**config.mk**
```make
export PLATFORM = sky130hd
export DESIGN_NAME = cdc_bus_arbiter
export DESIGN_NICKNAME = d
export VERILOG_FILES = /design/src/rtl/cdc_bus_arbiter.sv
export SDC_FILE = /design/constraint.sdc
export NUM_CORES = 1
export LEC_CHECK = 0
export CAP_MARGIN = 0
export CORE_MARGIN = 8
export CORE_UTILIZATION = 43
export CTS_CLUSTER_DIAMETER = 40
export DETAILED_ROUTE_END_ITERATION = 16
export PLACE_DENSITY = 0.77
export SLEW_MARGIN = 20
export SYNTH_ARGS = -nofsm -noshare
export SYNTH_HDL_FRONTEND = slang
export SYNTH_SLANG_ARGS = --single-unit
export TNS_END_PERCENT = 100
```
**constraint.sdc**
```tcl
create_clock -name CLK -period 1.5 [get_ports CLK]
set_input_delay 0.45 -clock CLK [delete_from_list [all_inputs] [get_ports CLK]]
set_output_delay 0.45 -clock CLK [all_outputs]
set_load 0.005 [all_outputs]
```
**src/rtl/cdc_bus_arbiter.sv**
```systemverilog
// Source-domain front end for a DATA_SYNC bus synchronizer: round-robin picks one
// requester, holds its word with bus_enable high for HOLD_CYCLES, then idles the enable for a GAP.
module cdc_bus_arbiter #(
    parameter int NUM_REQ     = 2,
    parameter int BUS_WIDTH   = 8,
    parameter int NUM_STAGES  = 2,
    parameter int HOLD_CYCLES = 3,
    parameter int GAP_CYCLES  = 3
) (
    input  logic                         CLK,
    input  logic                         RST,
    input  logic [NUM_REQ-1:0]           req,
    input  logic [NUM_REQ*BUS_WIDTH-1:0] data_in,
    output logic [NUM_REQ-1:0]           grant,
    output logic [BUS_WIDTH-1:0]         unsync_bus,
    output logic                         bus_enable,
    output logic                         busy
);

    localparam int MAX_WIN = (HOLD_CYCLES > GAP_CYCLES) ? HOLD_CYCLES : GAP_CYCLES;
    localparam int CNT_W   = ($clog2(MAX_WIN) < 1) ? 1 : $clog2(MAX_WIN);
    localparam int PTR_W   = $clog2(NUM_REQ);

    typedef enum logic [1:0] {
        IDLE = 2'd0,
        HOLD = 2'd1,
        GAP  = 2'd2
    } state_e;

    // The windows must outlast the downstream synchronizer depth or the far side can miss the enable.
    if (NUM_REQ < 2 || NUM_REQ > 8 || HOLD_CYCLES < NUM_STAGES + 1 || GAP_CYCLES < NUM_STAGES) begin : g_param_check
        $error("cdc_bus_arbiter: illegal parameter combination");
    end

    state_e                 state_q, state_d;
    logic [CNT_W-1:0]       cnt_q, cnt_d;
    logic [PTR_W-1:0]       ptr_q, ptr_d;
    logic [NUM_REQ-1:0]     grant_q, grant_d;
    logic [BUS_WIDTH-1:0]   bus_q, bus_d;
    logic                   en_q, en_d;
    logic [PTR_W-1:0]       idx_s;
    logic [PTR_W-1:0]       win_s;
    logic                   found_s;

    // Round-robin search: first asserted request at or after ptr, wrapping around.
    always_comb begin
        idx_s   = ptr_q;
        win_s   = ptr_q;
        found_s = 1'b0;
        for (int i = 0; i < NUM_REQ; i++) begin
            idx_s = PTR_W'((int'(ptr_q) + i) % NUM_REQ);
            if (!found_s && req[idx_s]) begin
                win_s   = idx_s;
                found_s = 1'b1;
            end else begin
                found_s = found_s;
            end
        end
    end

    // Next-state and next-output logic for the IDLE/HOLD/GAP sequencer.
    always_comb begin
        state_d = state_q;
        cnt_d   = cnt_q;
        ptr_d   = ptr_q;
        grant_d = '0;
        bus_d   = bus_q;
        en_d    = en_q;
        case (state_q)
            IDLE: begin
                if (found_s) begin
                    state_d        = HOLD;
                    bus_d          = data_in[int'(win_s)*BUS_WIDTH +: BUS_WIDTH];
                    en_d           = 1'b1;
                    grant_d[win_s] = 1'b1;
                    cnt_d          = CNT_W'(HOLD_CYCLES - 1);
                    ptr_d          = PTR_W'((int'(win_s) + 1) % NUM_REQ);
                end else begin
                    state_d = IDLE;
                end
            end
            HOLD: begin
                if (cnt_q == '0) begin
                    state_d = GAP;
                    en_d    = 1'b0;
                    cnt_d   = CNT_W'(GAP_CYCLES - 1);
                end else begin
                    cnt_d = cnt_q - CNT_W'(1);
                end
            end
            GAP: begin
                if (cnt_q == '0) begin
                    state_d = IDLE;
                end else begin
                    cnt_d = cnt_q - CNT_W'(1);
                end
            end
            default: begin
                state_d = IDLE;
                en_d    = 1'b0;
                cnt_d   = '0;
            end
        endcase
    end

    // State and output registers; reset abandons any transfer in flight.
    always_ff @(posedge CLK) begin
        if (!RST) begin
            state_q <= IDLE;
            cnt_q   <= '0;
            ptr_q   <= '0;
            grant_q <= '0;
            bus_q   <= '0;
            en_q    <= 1'b0;
        end else begin
            state_q <= state_d;
            cnt_q   <= cnt_d;
            ptr_q   <= ptr_d;
            grant_q <= grant_d;
            bus_q   <= bus_d;
            en_q    <= en_d;
        end
    end

    assign grant      = grant_q;
    assign unsync_bus = bus_q;
    assign bus_enable = en_q;
    assign busy       = (state_q != IDLE);

endmodule

```
==> impl_metrics.ini, run 1 <==
[clock_tree]
clk_pin_slew_ps = 90
clk_latency_ps = 280
cts_tree = yes
clk_path_buf_depth = 2
cts.sinks = 16
cts_buffers = 3
root_buffer = clkbuf_4
cts_setup_buffers = 0
htreeDepth = 1

[sta]
finalSetupViolCount = 0
rsz0062_at_grt = false
setup_slack_ps = 48.81
timing.fmax_ghz = 0.6891
worst_pin_slew_ps = 347.0
min_period_over_period_pct = 96.75
hold-worst-slack_ps = 494.8
maxSlewHeadroom_pct = 76.27
hold_violations = 0
period_needed_ps = 1451
final_max_slew_viol_count = 0
finalClockSkew_ps = 0.6471

[finish]
final_util_pct = 69.83
num-nets-final = 167
drive_gt1_share_pct = 25.87
fin_area_mm2 = 0.001370
layoutNonFillerInstCount = 170
fill_cells = 176
area_growth_pct = 51.87
n_antenna_cell = 0

[critical_path]
worstPathRequired_ps = 1660
rr_worst_depth = 4
reg2reg_from = state_q[1]$_SDFFE_PN0P_
crit_fanout = 4
crit_arrival_ps = 1610
rr_endpoint = cnt_q[1]$_SDFFE_PN0P_
cp-start-kind = input port
end_kind = flip-flop
crit_type = in -> reg
reg2reg_slack_ps = 70

[synthesis]
synth_area_leaders = dfxtp_1 (36%), a221o_1 (8.9%), nand2_1 (7.1%)
ys_ff_latch = 16
yosys.area.top_type = dfxtp_1
synth_cells = 101
synth_fp_nets = 123
yosys_warnings = 0
synth_edf_count = 0
syn_area_um2 = 902.1
synth_common_cells = nand2_1 (17), dfxtp_1 (16), a221o_1 (8), nor3_1 (8), a2111oi_0 (7)
synth_top_area_share_pct = 35.51
ys_async_sr_fraction_pct = 0
synth_flop_cell = dfxtp_1
synth_area_per_cell_um2 = 8.932
ys_types = 33
yosysSeqAreaShare_pct = 35.51
yosysMostFrequentCell = nand2_1

[route]
post_drt_via_cell_ratio = 5.441
firstDrtPassIters = 4
drc = 0
drtIter0Drc = 34
drt-total-wl_mm = 2.510
ant_nets = 0
routedWlPerCell_um = 14.76
vias = 925

[floorplan]
rows = 16
coreArea_mm2 = 0.001962
die_y_um = 61.81
initial_core_util_pct = 45.98
io_pins = 32
dieArea_mm2 = 0.003820
die_w_um = 61.81

[global_route]
grt_max_degree = 17
first_global_vias = 966
antenna_found_initial = 0
grt_usage_pct = 14.52
grt_pass1_wl_mm = 4.229
overflow = 0

[place]
place_ws_ps = -430.8
placed_area_mm2 = 0.001319
numPlacedInstances = 167
port_buffers = 31
dpl.hpwl_mm = 1.969
gp_congestion = 0.7063

[worst_hold_path]
hold_depth = 1
hold_path_end = unsync_bus[5]$_SDFFE_PN0P_
hold_path_class = reg -> reg
min_from = unsync_bus[5]$_SDFFE_PN0P_

[run_status]
status = complete, no violations

[power]
power.density_mw_per_mm2 = 920.5
peakVddDrop_mv = 0.5769
cellLeakagePower_nw = 0.5883

[run]
drv_cap = 0
[worst max path at each step]
stage	from	endpoint	slack, ps
after floorplan	req[1]	unsync_bus[2]$_SDFFE_PN0P_	100
after global placement	req[0]	cnt_q[0]$_SDFFE_PN0P_	-370
after detailed placement	req[0]	cnt_q[1]$_SDFFE_PN0P_	-430
after CTS	RST	unsync_bus[1]$_SDFFE_PN0P_	0.8
after global routing	state_q[0]$_SDFFE_PN0P_	busy	8
final	req[0]	cnt_q[1]$_SDFFE_PN0P_	50
[cells by family (layout without fill, tap and decap cells)]
family / count (synthesis) / after routing / share of synthesized area [%]
AND/OR/NAND/NOR: 41 / 41 / 23.30
AO/OA/AOI/OAI: 27 / 27 / 27.33
flip-flops: 16 / 16 / 35.51
buffers and inverters: 13 / 55 / 8.737
adder cells (fa/ha/maj): 4 / 4 / 5.131
[cell usage in the layout, fill, tap and decap left out, types with 2 or more instances in the layout]
cell type,netlist,final
clkdlybuf4s50_1,0,16
dlygate4sd2_1,0,13
dfxtp_2,0,5
clkbuf_4,0,3
buf_4,1,14
a21oi_1,4,3
ha_1,2,2
inv_1,3,3
nor2_1,5,5
a2111oi_2,0,3
inv_2,2,2
a221o_1,8,8
nor3_1,8,8
dfxtp_1,16,11
a2111oi_1,0,3
nand2_1,17,17
a21oi_2,1,2
nand2b_1,2,2
[what timing repair did]
action / 4_1_cts / 5_1_grt
endpoints found under the setup margin: 22 / 9
gates resized for setup: 24 / 9
gates cloned: 0 / 0
hold buffers: 0 / 0
pin swaps: 2 / 0
[critical path, cell delays in order]
cell	delay, ps
dlygate4sd2_1	260
buf_4	150
or4_4	510
a21oi_2	180
a311oi_2	60
[power breakdown]
| group | leakage [nW] | switching [mW] | internal (mW) |
|---|---|---|---|
| Combinational | 0.441 | 0.243 | 0.266 |
| Clock | 0.0138 | 0.125 | 0.0930 |
| Sequential | 0.134 | 0.0405 | 0.493 |
[flip-flops by register name (all words and copies together), names as in the netlist]
signal and count:
bus_enable 1, cnt_q 2, grant 2, ptr_q 1
state_q 2, unsync_bus 8
[layer usage]
layer	up-vias	track usage, %	routed length (um)
li1	467	-	-
met1	437	16.27	1085
met2	19	26.29	1326
met3	2	2.881	88
met4	0	5.195	10
met5	-	0	0
[cell type report]
cell class,instances,area [um^2],area share [%]
Multi-Input combinational cell,72,535.5,39.09
Clock buffer,3,22.52,1.644
Inverter,5,18.77,1.370
Sequential cell,16,326.6,23.84
Timing Repair Buffer,47,432.9,31.60
Tap cell,27,33.78,2.466
[stage by stage]
step	power [mW]	setup TNS, ps
floorplan	0.8128	0
global placement	1.036	-4431
detailed placement	1.055	-4745
CTS	1.253	0
global route	1.347	0
finish	1.261	0
Note: power is estimated with default switching activity, not from simulation.
==> run 2, diff against run 1 <==
HOLD_SLACK_MARGIN = 0.15   (was not set)
clock period = 1.6 ns   (was 1.5 ns; I/O delays follow)
==> impl_metrics.ini, run 2 (synthesized netlist as in run 1, its figures left out) <==
[run]
drv_cap = 0

[power]
seqPwrFrac_pct = 40.4
internal_power_mw = 0.8483
power_frac_clock_pct = 21.8
power.density_mw_per_mm2 = 901.4
peakVddDrop_mv = 0.5858
power_mw = 1.238
p_comb_share_pct = 37.8
p_sw_mw = 0.3901
cellLeakagePower_nw = 0.6110
switching_share_pct = 31.50

[critical_path]
cpLargestDelayFamily = flip-flops
cp_num_buf_inv = 2
path_cells = nor2_4, inv_2, dlygate4sd2_1
worstPathRequired_ps = 1120
end_kind = output pin
crit_fanout = 2
cp_slowest_cell = dfxtp_2
slowest_delay_ps = 350
crit_arrival_ps = 1070
cp-start-kind = flip-flop
crit_type = reg -> out

[global_route]
overflow = 0
grt_max_degree = 17
grt_pass1_wl_mm = 4.222
first_global_vias = 980
antenna_found_initial = 0
grt_usage_pct = 14.51

[clock_tree]
htreeDepth = 1
root_buffer = clkbuf_4
clk_path_buf_depth = 2
cts_tree = yes
clk_latency_ps = 290
cts_buffers = 3
cts.sinks = 16
clk_pin_slew_ps = 100

[floorplan]
rows = 16
dieArea_mm2 = 0.003820
io_pins = 32
initial_core_util_pct = 45.98
coreArea_mm2 = 0.001962
die_y_um = 61.81
die_w_um = 61.81

[route]
drt-total-wl_mm = 2.515
vias = 911
firstDrtPassIters = 4
drtIter0Drc = 28
post_drt_via_cell_ratio = 5.327
ant_nets = 0
routedWlPerCell_um = 14.71
drc = 0

[finish]
n_antenna_cell = 0
final_util_pct = 70.03
area_growth_pct = 52.29
fill_cells = 191
layoutNonFillerInstCount = 171
drive_gt1_share_pct = 26.39
largest_reg_flops = 8
final_cell_mix = nand2_1 (17), clkdlybuf4s50_1 (17), buf_4 (15)
num-nets-final = 167

[place]
gp_congestion = 0.7285
numPlacedInstances = 166
dpl.hpwl_mm = 1.946
port_buffers = 31
place_ws_ps = -332.0

[sta]
setup_slack_ps = 45.69
rsz0062_at_grt = false
worst_pin_slew_ps = 421.3
timing.fmax_ghz = 0.6434
finalSetupViolCount = 0
finalClockSkew_ps = 7.360
maxSlewHeadroom_pct = 71.19
period_needed_ps = 1554
min_period_over_period_pct = 97.14
final_max_slew_viol_count = 0
hold_violations = 0

[run_status]
status = complete, no violations

[worst_hold_path]
hold_path_class = reg -> reg
-- run 2: cell count changes in the layout (fill, tap and decap cells not counted), sizes merged --
| cell | before | now |
|---|---|---|
| clkbuf | 3 | 4 |
| clkdlybuf4s15 | 1 | 0 |
| clkdlybuf4s50 | 16 | 17 |
| dlygate4sd2 | 13 | 12 |
| dlymetal6s2s | 1 | 2 |
-- run 2: path summary, 6_finish.rpt --
kind | from | end | slack [ps] | cells past startpoint
setup / recovery | state_q[0]$_SDFFE_PN0P_ | busy | 50 | 3
hold / removal | unsync_bus[4]$_SDFFE_PN0P_ | unsync_bus[4]$_SDFFE_PN0P_ | 490 | 1
setup reg to reg | cnt_q[0]$_SDFFE_PN0P_ | cnt_q[1]$_SDFFE_PN0P_ | 150 | 4
hold reg to reg | unsync_bus[4]$_SDFFE_PN0P_ | unsync_bus[4]$_SDFFE_PN0P_ | 490 | 1
-- run 2: per-layer routing --
layer  global-route usage [%]  up-vias  wire length [um]
met5                        0        -                 0
li1                         -      463                 -
met2                    25.70       22              1283
met3                    5.144        2               153
met1                    15.90      424              1064
met4                    3.896        0                13
-- run 2: power groups by stage --
stage / sequential, mW / clock [mW] / combinational [mW]
6_report: 0.500 / 0.270 / 0.469
5_1_grt: 0.508 / 0.290 / 0.514
4_1_cts: 0.500 / 0.271 / 0.464
3_5_place_dp: 0.504 / 0 / 0.476
3_3_place_gp: 0.502 / 0 / 0.461
2_1_floorplan: 0.499 / 0 / 0.263
-- run 2: layout make-up --
class	count	area, um^2	area share, %
Clock buffer	4	36.28	2.641
Inverter	5	18.77	1.366
Multi-Input combinational cell	72	523.0	38.07
Sequential cell	16	329.1	23.95
Tap cell	27	33.78	2.459
Timing Repair Buffer	47	432.9	31.51
-- run 2: per-stage QoR --
| stage | hold WS (ps) | instance area, um^2 | TNS, ps |
|---|---|---|---|
| 6_report | 485.4 | 1374 | 0 |
| 5_1_grt | 500.2 | 1374 | 0 |
| 3_5_place_dp | 472.9 | 1311 | -3765 |
| 2_1_floorplan | 478.9 | 902.1 | 0 |
| 3_3_place_gp | 472.6 | 1311 | -3496 |
| 4_1_cts | 487.8 | 1358 | 0 |
-- run 2: what timing repair did --
item	CTS	global route
hold buffers	0	0
setup endpoints to repair	13	6
pin swaps	2	0
buffers inserted	1	0
resized for setup	20	8
